<file path="src/rtl/ch_timestamp_capture.sv">
// ch_timestamp_capture: per-channel coarse timestamp engine in the FCLK domain.
//
// Ports
//   FCLK           sampling clock, all state on posedge
//   RSTB           asynchronous active-low reset
//   START          1-cycle pulse: clear all results and arm
//   STOP           1-cycle pulse: latch stop time into CE and finish
//   HIT            1-cycle pulse: qualified trigger hit
//   MODE[1:0]      00 one buffer/event, 01 two, 11 four, 10 behaves as 00
//   CA..CD         hit timestamps, CE stop timestamp
//   HIT_CNT        number of hits recorded, saturates at mode capacity
//   ARMED / DONE   registered state flags
//   WRAP           sticky: coarse counter wrapped while armed
module ch_timestamp_capture #(
    parameter int CNT_W     = 10,
    parameter int HIT_CNT_W = 3
) (
    input  logic                 FCLK,
    input  logic                 RSTB,
    input  logic                 START,
    input  logic                 STOP,
    input  logic                 HIT,
    input  logic [1:0]           MODE,
    output logic [CNT_W-1:0]     CA,
    output logic [CNT_W-1:0]     CB,
    output logic [CNT_W-1:0]     CC,
    output logic [CNT_W-1:0]     CD,
    output logic [CNT_W-1:0]     CE,
    output logic [HIT_CNT_W-1:0] HIT_CNT,
    output logic                 ARMED,
    output logic                 DONE,
    output logic                 WRAP
);

    typedef enum logic [1:0] {S_IDLE, S_ARMED, S_DONE} state_t;

    state_t               state_q;
    logic [CNT_W-1:0]     cnt_q;
    logic [CNT_W-1:0]     cnt_d;
    logic [CNT_W-1:0]     slot_q [4];
    logic [CNT_W-1:0]     ce_q;
    logic [HIT_CNT_W-1:0] hcnt_q;
    logic [HIT_CNT_W-1:0] hcnt_d;
    logic [HIT_CNT_W-1:0] cap;
    logic [1:0]           mode_q;
    logic                 armed_q;
    logic                 done_q;
    logic                 wrap_q;
    logic                 hit_ok;
    logic [3:0]           we;

    // mode_q only ever holds 00, 01 or 11 (10 is folded to 00 at START)
    always_comb begin
        cap    = mode_q == 2'b11 ? HIT_CNT_W'(1) : mode_q == 2'b01 ? HIT_CNT_W'(2) : HIT_CNT_W'(4);
        hit_ok = HIT && !START && state_q == S_ARMED && hcnt_q < cap;
        we     = !hit_ok ? 4'b0000 :
                 mode_q == 2'b11 ? 4'b1111 :
                 mode_q == 2'b01 ? (hcnt_q[0] ? 4'b1100 : 4'b0011) :
                 4'b0001 << hcnt_q[1:0];
        cnt_d  = cnt_q + CNT_W'(1);
        hcnt_d = hcnt_q + HIT_CNT_W'(1);
    end

    always_ff @(posedge FCLK or negedge RSTB) begin
        if (!RSTB) begin
            state_q <= S_IDLE;
            cnt_q   <= '0;
            for (int i = 0; i < 4; i++) slot_q[i] <= '0;
            ce_q    <= '0;
            hcnt_q  <= '0;
            mode_q  <= 2'b00;
            armed_q <= 1'b0;
            done_q  <= 1'b0;
            wrap_q  <= 1'b0;
        end else if (START) begin
            // START overrides any coincident HIT or STOP
            state_q <= S_ARMED;
            cnt_q   <= '0;
            for (int i = 0; i < 4; i++) slot_q[i] <= '0;
            ce_q    <= '0;
            hcnt_q  <= '0;
            mode_q  <= MODE == 2'b10 ? 2'b00 : MODE;
            armed_q <= 1'b1;
            done_q  <= 1'b0;
            wrap_q  <= 1'b0;
        end else if (state_q == S_ARMED) begin
            for (int i = 0; i < 4; i++) if (we[i]) slot_q[i] <= cnt_q;
            if (hit_ok) hcnt_q <= hcnt_d;
            if (STOP) begin
                // counter freezes on the STOP cycle, so CE and a coincident hit agree
                ce_q    <= cnt_q;
                state_q <= S_DONE;
                armed_q <= 1'b0;
                done_q  <= 1'b1;
            end else begin
                cnt_q <= cnt_d;
                if (&cnt_q) wrap_q <= 1'b1;
            end
        end
    end

    assign CA      = slot_q[0];
    assign CB      = slot_q[1];
    assign CC      = slot_q[2];
    assign CD      = slot_q[3];
    assign CE      = ce_q;
    assign HIT_CNT = hcnt_q;
    assign ARMED   = armed_q;
    assign DONE    = done_q;
    assign WRAP    = wrap_q;

endmodule

</file>
<file path="config.mk">
export PLATFORM = sky130hd
export DESIGN_NAME = ch_timestamp_capture
export DESIGN_NICKNAME = d
export VERILOG_FILES = /design/src/rtl/ch_timestamp_capture.sv
export SDC_FILE = /design/constraint.sdc
export NUM_CORES = 1
export LEC_CHECK = 0
export ABC_AREA = 1
export BUFFER_PORTS_ARGS = -buffer_cell sky130_fd_sc_hd__buf_2
export CAP_MARGIN = 0
export CORE_MARGIN = 1
export CORE_UTILIZATION = 50
export CTS_CLUSTER_DIAMETER = 50
export CTS_CLUSTER_SIZE = 20
export DETAILED_ROUTE_END_ITERATION = 12
export PLACE_DENSITY = 0.82
export SYNTH_ARGS = -nofsm -noshare
export SYNTH_HDL_FRONTEND = slang
export SYNTH_SLANG_ARGS = --single-unit
</file>
<file path="constraint.sdc">
create_clock -name FCLK -period 1.6 [get_ports FCLK]
set_input_delay 0.08 -clock FCLK [delete_from_list [all_inputs] [get_ports FCLK]]
set_output_delay 0.08 -clock FCLK [all_outputs]
set_load 0.01 [all_outputs]
</file>
==> results of run 1 <==
worst max path at each step:
stage / start / end / slack (ns) / cells past startpoint
2_1_floorplan: mode_q[0] / CC[0] / -0.008 / 12
3_3_place_gp: mode_q[0] / CA[1] / -0.15 / 12
3_5_place_dp: mode_q[0] / CB[6] / -0.23 / 12
4_1_cts: mode_q[0] / CB[6] / -0.12 / 12
5_1_grt: mode_q[1] / CA[3] / -0.24 / 11
6_report: mode_q[0] / CA[3] / -0.16 / 10
worst max-delay path: stages, from the launching register on:
cell and delay, ns:
dfrtp_1 0.39, buf_4 0.16, ha_4 0.29, nand2_2 0.06, inv_2 0.07, o21ai_4 0.07, nand3_4 0.18, nand2_8 0.13
buf_6 0.16, nand3_2 0.04, nand2_1 0.08
per-layer routing:
metal	up-vias	GRT usage (%)
li1	1469	-
met1	1496	36.59
met2	137	41.56
met3	26	5.934
met4	0	13.28
met5	-	0
final cells by class:
cell class / count / area share, %
Clock buffer: 12 / 3.403
Clock inverter: 4 / 0.5867
Inverter: 21 / 1.965
Multi-Input combinational cell: 282 / 37.75
Sequential cell: 68 / 39.89
Tap cell: 77 / 2.259
Timing Repair Buffer: 91 / 14.14
through the flow:
| stage | utilization (%) | power (W) | instances | TNS [ns] |
|---|---|---|---|---|
| after CTS | 64.78 | 0.003746 | 552 | -3.983 |
| after floorplan | - | 0.002202 | 386 | -0.2818 |
| after detailed placement | 59.10 | 0.002420 | 525 | -8.428 |
| final | 67.56 | 0.003824 | 555 | -4.361 |
| after global routing | 67.56 | 0.004004 | 555 | -8.558 |
| after global placement | 59.10 | 0.002402 | 525 | -5.028 |
what timing repair did:
action | CTS | global route
hold buffers | 4 | 0
setup endpoints to repair | 43 | 51
pin swaps | 3 | 18
gates cloned | 3 | 2
gates resized for setup | 10 | 37
setup buffers | 4 | 1
endpoints found under the hold margin | 17 | 0
cell usage in the layout (no fill, tap or decap), types with 2 or more instances in the layout:
| cell type | Yosys | layout |
|---|---|---|
| buf_12 | 0 | 4 |
| buf_2 | 9 | 62 |
| buf_4 | 0 | 17 |
| buf_6 | 6 | 4 |
| clkbuf_1 | 5 | 2 |
| clkbuf_8 | 0 | 10 |
| clkinv_2 | 1 | 2 |
| clkinvlp_4 | 0 | 2 |
| dfrtp_1 | 68 | 68 |
| dlygate4sd3_1 | 0 | 4 |
| ha_1 | 7 | 5 |
| ha_4 | 0 | 2 |
| inv_1 | 19 | 16 |
| inv_2 | 1 | 4 |
| nand2_1 | 129 | 113 |
| nand2_2 | 3 | 14 |
| nand2_4 | 1 | 5 |
| nand2_8 | 0 | 4 |
| nand3_1 | 63 | 58 |
| nand3_2 | 0 | 5 |
| nand4_1 | 26 | 26 |
| nand4_4 | 0 | 4 |
| nor2_1 | 24 | 21 |
| nor2_2 | 0 | 2 |
| o21ai_0 | 12 | 10 |
| o21ai_1 | 1 | 3 |
power breakdown:
| part | internal (W) | switching, W |
|---|---|---|
| clock | 0.000600 | 0.000659 |
| sequential | 0.00178 | 0.0000504 |
| combinational | 0.000259 | 0.000474 |
sequential cells by signal, indices dropped and copies added (netlist names), 2 cells and up:
register and flops:
CA 10, CB 10, CC 10, CD 10, CE 10, cnt_q 10
HIT_CNT 3, mode_q 2
cell families (layout without fill, tap and decap cells):
kind of cell,count (synthesis),in the layout,share of synthesized area (%)
simple gates,251,256,34.97
flops,68,68,52.27
buf+inv,41,128,6.495
compound gates,18,18,3.305
fa+ha+maj,7,7,2.690
xor+xnor,1,1,0.2691
==> flow_summary.yaml, run 1 <==
status:
  status: "finished with violations"
  violations: "setup timing"
worst_hold_path:
  hold_class: "primary input to register"
  whs_endpoint: "WRAP"
  hold-path-cell-count: 4
  hold_path.startpoint: "STOP"
placement:
  io_buffers: 62
  place_area_sq_um: 3731
  place_congestion: 0.8602
  pre_cts_slack_ns: -0.2339
  dp_hpwl_microns: 5493
sta:
  period_minus_slack_ns: 1.755
  setup_viol: 43
  maxSlewViolCount: 0
  rsz0062_at_grt: "true"
  hold_viol: 0
  fin_crit_sh_pct: 109.7
  holdWs_ns: 0.08895
  slew_headroom_pct: 64.55
  setup_ws_ns: -0.1553
  timing.fmax_mhz: 569.7
  worst_pin_slew_ns: 0.5311
  finalClockSkew_ns: 0.005865
floorplan:
  ios: 63
  initial_utilization_pct: 51.57
  rows: 29
  core_sq_um: 6314
  die_w_microns: 82.69
  die_h_microns: 82.69
  die_area_sq_um: 6838
final_layout:
  fin_nets: 487
  fillers: 517
  multi_input_area_sq_um: 1610
  seq_area_sq_um: 1702
  area_delta_synth_final_pct: 31.01
  drive_gt1_share_pct: 30.96
  diodes: 0
  final_area_sq_um: 4265
clocking:
  tritoncts: "done"
  htree_levels: 3
  cts_sinks: 68
  clock-root-buffer: "clkbuf_8"
  clk_pin_slew_ns: 0.07
  clock_path_buffers: 2
  clock_latency_ns: 0.35
  numCtsBuffers: 9
yosys:
  synth-seq-cells: 68
  synth.most_common_cell: "nand2_1"
  synth_warnings: 0
  synth_top_flop_cell: "dfrtp_1"
  synthTopCellsByCount: "129 x nand2_1, 68 x dfrtp_1, 63 x nand3_1, 26 x nand4_1, 24 x nor2_1"
  synth_top_cell_by_area: "dfrtp_1"
  syn_nets: 400
  synth_edf_count: 0
  avgSynthCellArea_sq_um: 8.434
  synth.top_cell.area_share_pct: 52.27
  ys_seq_area_share_pct: 52.27
  ys_types: 25
  syn_inst: 386
  ys_async_sr_fraction_pct: 100.0
  yosys-top-cells-area: "dfrtp_1 52%, nand2_1 15%, nand3_1 9.7%, nand4_1 5.0%, nor2_1 2.8%"
  synth_area_sq_um: 3256
worst_setup_path:
  cp.arrival_ns: 1.98
  reg2regPathDepth: 10
  setup.worst_path.end_class: "register"
  r2r_slack_ns: -0.16
  start_kind: "register"
  crit_required_ns: 1.83
  rr_endpoint: "CA[3]"
  crit_type: "register to register"
  regToRegStartpoint: "mode_q[0]"
  crit_fanout: 6
routing:
  dr.pass1.iters: 5
  route.vias.total: 3128
  drc: 0
  final_antenna_net_count: 0
  drtIter0Drc: 255
  totalWireLength_microns: 8772
  via_per_inst: 5.636
  wl_met3_microns: 606
  dr_wl_met2_microns: 4178
  highest_layer: "met4"
  wire_per_inst_microns: 15.81
  met1_length_microns: 3719
global_routing:
  overflow: 0
  antenna_found_initial: 0
  grt_max_degree: 77
  grt_pass1_vias: 2848
  grt_util_all_layers_pct: 27.22
  grt_pass1_wl_microns: 13650
power_and_ir_drop:
  leakage_nw: 2.343
  peakVddDrop_mv: 0.5417
  power.density_nw_per_um2: 896.4
flow_run:
  cap_violations: 0
No activity file was read; power rests on OpenSTA's default activity.
==> run 2, diff against run 1 <==
Settings changed: PLACE_DENSITY 0.82 to 0.76.
==> flow_summary.yaml, run 2 (same netlist as run 1, synthesis figures left out) <==
global_routing:
  grt_util_all_layers_pct: 27.53
  grt_max_degree: 69
  grt_pass1_vias: 2805
  grt_pass1_wl_microns: 13620
  overflow: 0
  antenna_found_initial: 0
sta:
  maxSlewViolCount: 0
  period_minus_slack_ns: 1.742
  rsz0062_at_grt: "true"
  holdWs_ns: 0.1232
  finalClockSkew_ns: 0.009132
  timing.fmax_mhz: 574.1
  fin_crit_sh_pct: 108.9
  worst_pin_slew_ns: 0.4904
  setup_ws_ns: -0.1420
  setup_viol: 43
  hold_viol: 0
  slew_headroom_pct: 67.27
placement:
  io_buffers: 62
  pre_cts_slack_ns: -0.2134
  dp_hpwl_microns: 5459
  place_congestion: 0.8558
  place_area_sq_um: 3764
clocking:
  clock_path_buffers: 2
  htree_levels: 3
  clock-root-buffer: "clkbuf_8"
  numCtsBuffers: 9
  clk_pin_slew_ns: 0.07
  clock_latency_ns: 0.35
  cts_sinks: 68
  tritoncts: "done"
final_layout:
  drive_gt1_share_pct: 34.29
  mostFrequentLayoutCells: "114 x nand2_1, 68 x dfrtp_1, 62 x buf_2"
  area_delta_synth_final_pct: 36.24
  final_area_sq_um: 4436
  diodes: 0
  final_common_cell: "nand2_1"
  fin_nets: 500
  fillers: 470
power_and_ir_drop:
  leakage_nw: 2.428
  p_seq_share_pct: 45.5
  swShare_pct: 30.02
  internal-power_w: 0.002810
  power.density_nw_per_um2: 905.3
  power_switching_w: 0.001205
  power.total_w: 0.004015
  p_comb_share_pct: 20.7
  peakVddDrop_mv: 0.5970
  power.share.clock_pct: 33.8
worst_setup_path:
  start_kind: "register"
  cp_top_family: "buffers and inverters"
  crit_type: "register to register"
  regToRegStartpoint: "mode_q[0]"
  worstSetupStartpoint: "mode_q[0]"
  cp.arrival_ns: 1.96
  setup.worst_path.end_class: "register"
  crit_fanout: 4
  slowest_delay_ns: 0.38
  crit_slowest_cell: "dfrtp_1"
  worst-path-buf-inv: 5
  cp_cell_sequence: "inv_2 > nor2_4 > inv_2 > ha_4 > nand2_2 > inv_2 > o21ai_4 > nand3_4 > inv_4 > buf_4 > nand3_1 > o21ai_0"
  cpMostUsedCell: "inv_2"
  crit_required_ns: 1.81
worst_hold_path:
  hold_path.startpoint: "START"
  hold_class: "primary input to register"
floorplan:
  core_sq_um: 6314
  die_area_sq_um: 6838
  rows: 29
  initial_utilization_pct: 51.57
  ios: 63
  die_h_microns: 82.69
  die_w_microns: 82.69
routing:
  route.vias.total: 3170
  via_per_inst: 5.591
  totalWireLength_microns: 9141
  drtIter0Drc: 284
  dr.pass1.iters: 4
  wire_per_inst_microns: 16.12
  final_antenna_net_count: 0
  drc: 0
status:
  violations: "setup timing"
  status: "finished with violations"
flow_run:
  cap_violations: 0
-- run 2: final cells by class --
cell class              instances  area, sq um  area share, %
clock buffers                  10        127.6          2.877
multi-input cells             281         1628          36.70
repair buffers                105        747.0          16.84
inverters                      21        81.33          1.834
flip-flops and latches         68         1702          38.36
well taps                      77        96.34          2.172
clock inverters                 5        53.80          1.213
-- run 2: worst paths after layout --
check	to	slack [ns]	cells after the start
max	HIT_CNT[1]	-0.14	12
min	DONE	0.12	2
max reg2reg	HIT_CNT[1]	-0.14	12
min reg2reg	WRAP	0.47	2
max in group asynchronous	HIT_CNT[0]	1.01	3
min in group asynchronous	HIT_CNT[2]	0.28	3
-- run 2: worst reg2reg max path, cell delays in order (launching register included) --
cell	delay, ns
dfrtp_1	0.38
inv_2	0.07
nor2_4	0.12
inv_2	0.05
ha_4	0.26
nand2_2	0.05
inv_2	0.07
o21ai_4	0.07
nand3_4	0.14
inv_4	0.08
buf_4	0.14
nand3_1	0.07
o21ai_0	0.10
-- run 2: power groups by stage --
stage | registers, W | clock network (W) | logic (W)
global route | 0.00183 | 0.00145 | 0.000893
finish | 0.00183 | 0.00136 | 0.000832
floorplan | 0.00189 | 0 | 0.000317
global placement | 0.00185 | 0 | 0.000571
CTS | 0.00182 | 0.00137 | 0.000692
detailed placement | 0.00185 | 0 | 0.000588
-- run 2: through the flow --
step,std cells,TNS (ns),utilization (%)
after global placement,531,-3.836,59.61
after CTS,560,-4.668,66.13
final,567,-3.889,70.25
after global routing,567,-7.973,70.25
after detailed placement,531,-7.640,59.61
after floorplan,386,-0.2818,-
-- run 2: routing by layer --
metal	share of wire, %	up-vias	track usage [%]
li1	-	1488	-
met1	42	1523	36.06
met2	50	140	43.52
met3	6.1	19	4.835
met4	2.2	0	14.48
met5	0	-	0
-- run 2: timing repair --
item,CTS,global route
buffers inserted,7,4
resized for setup,17,36
cloned,3,3
pin swaps,5,18
hold endpoints to repair,70,0
hold buffers,4,0
setup endpoints to repair,43,54
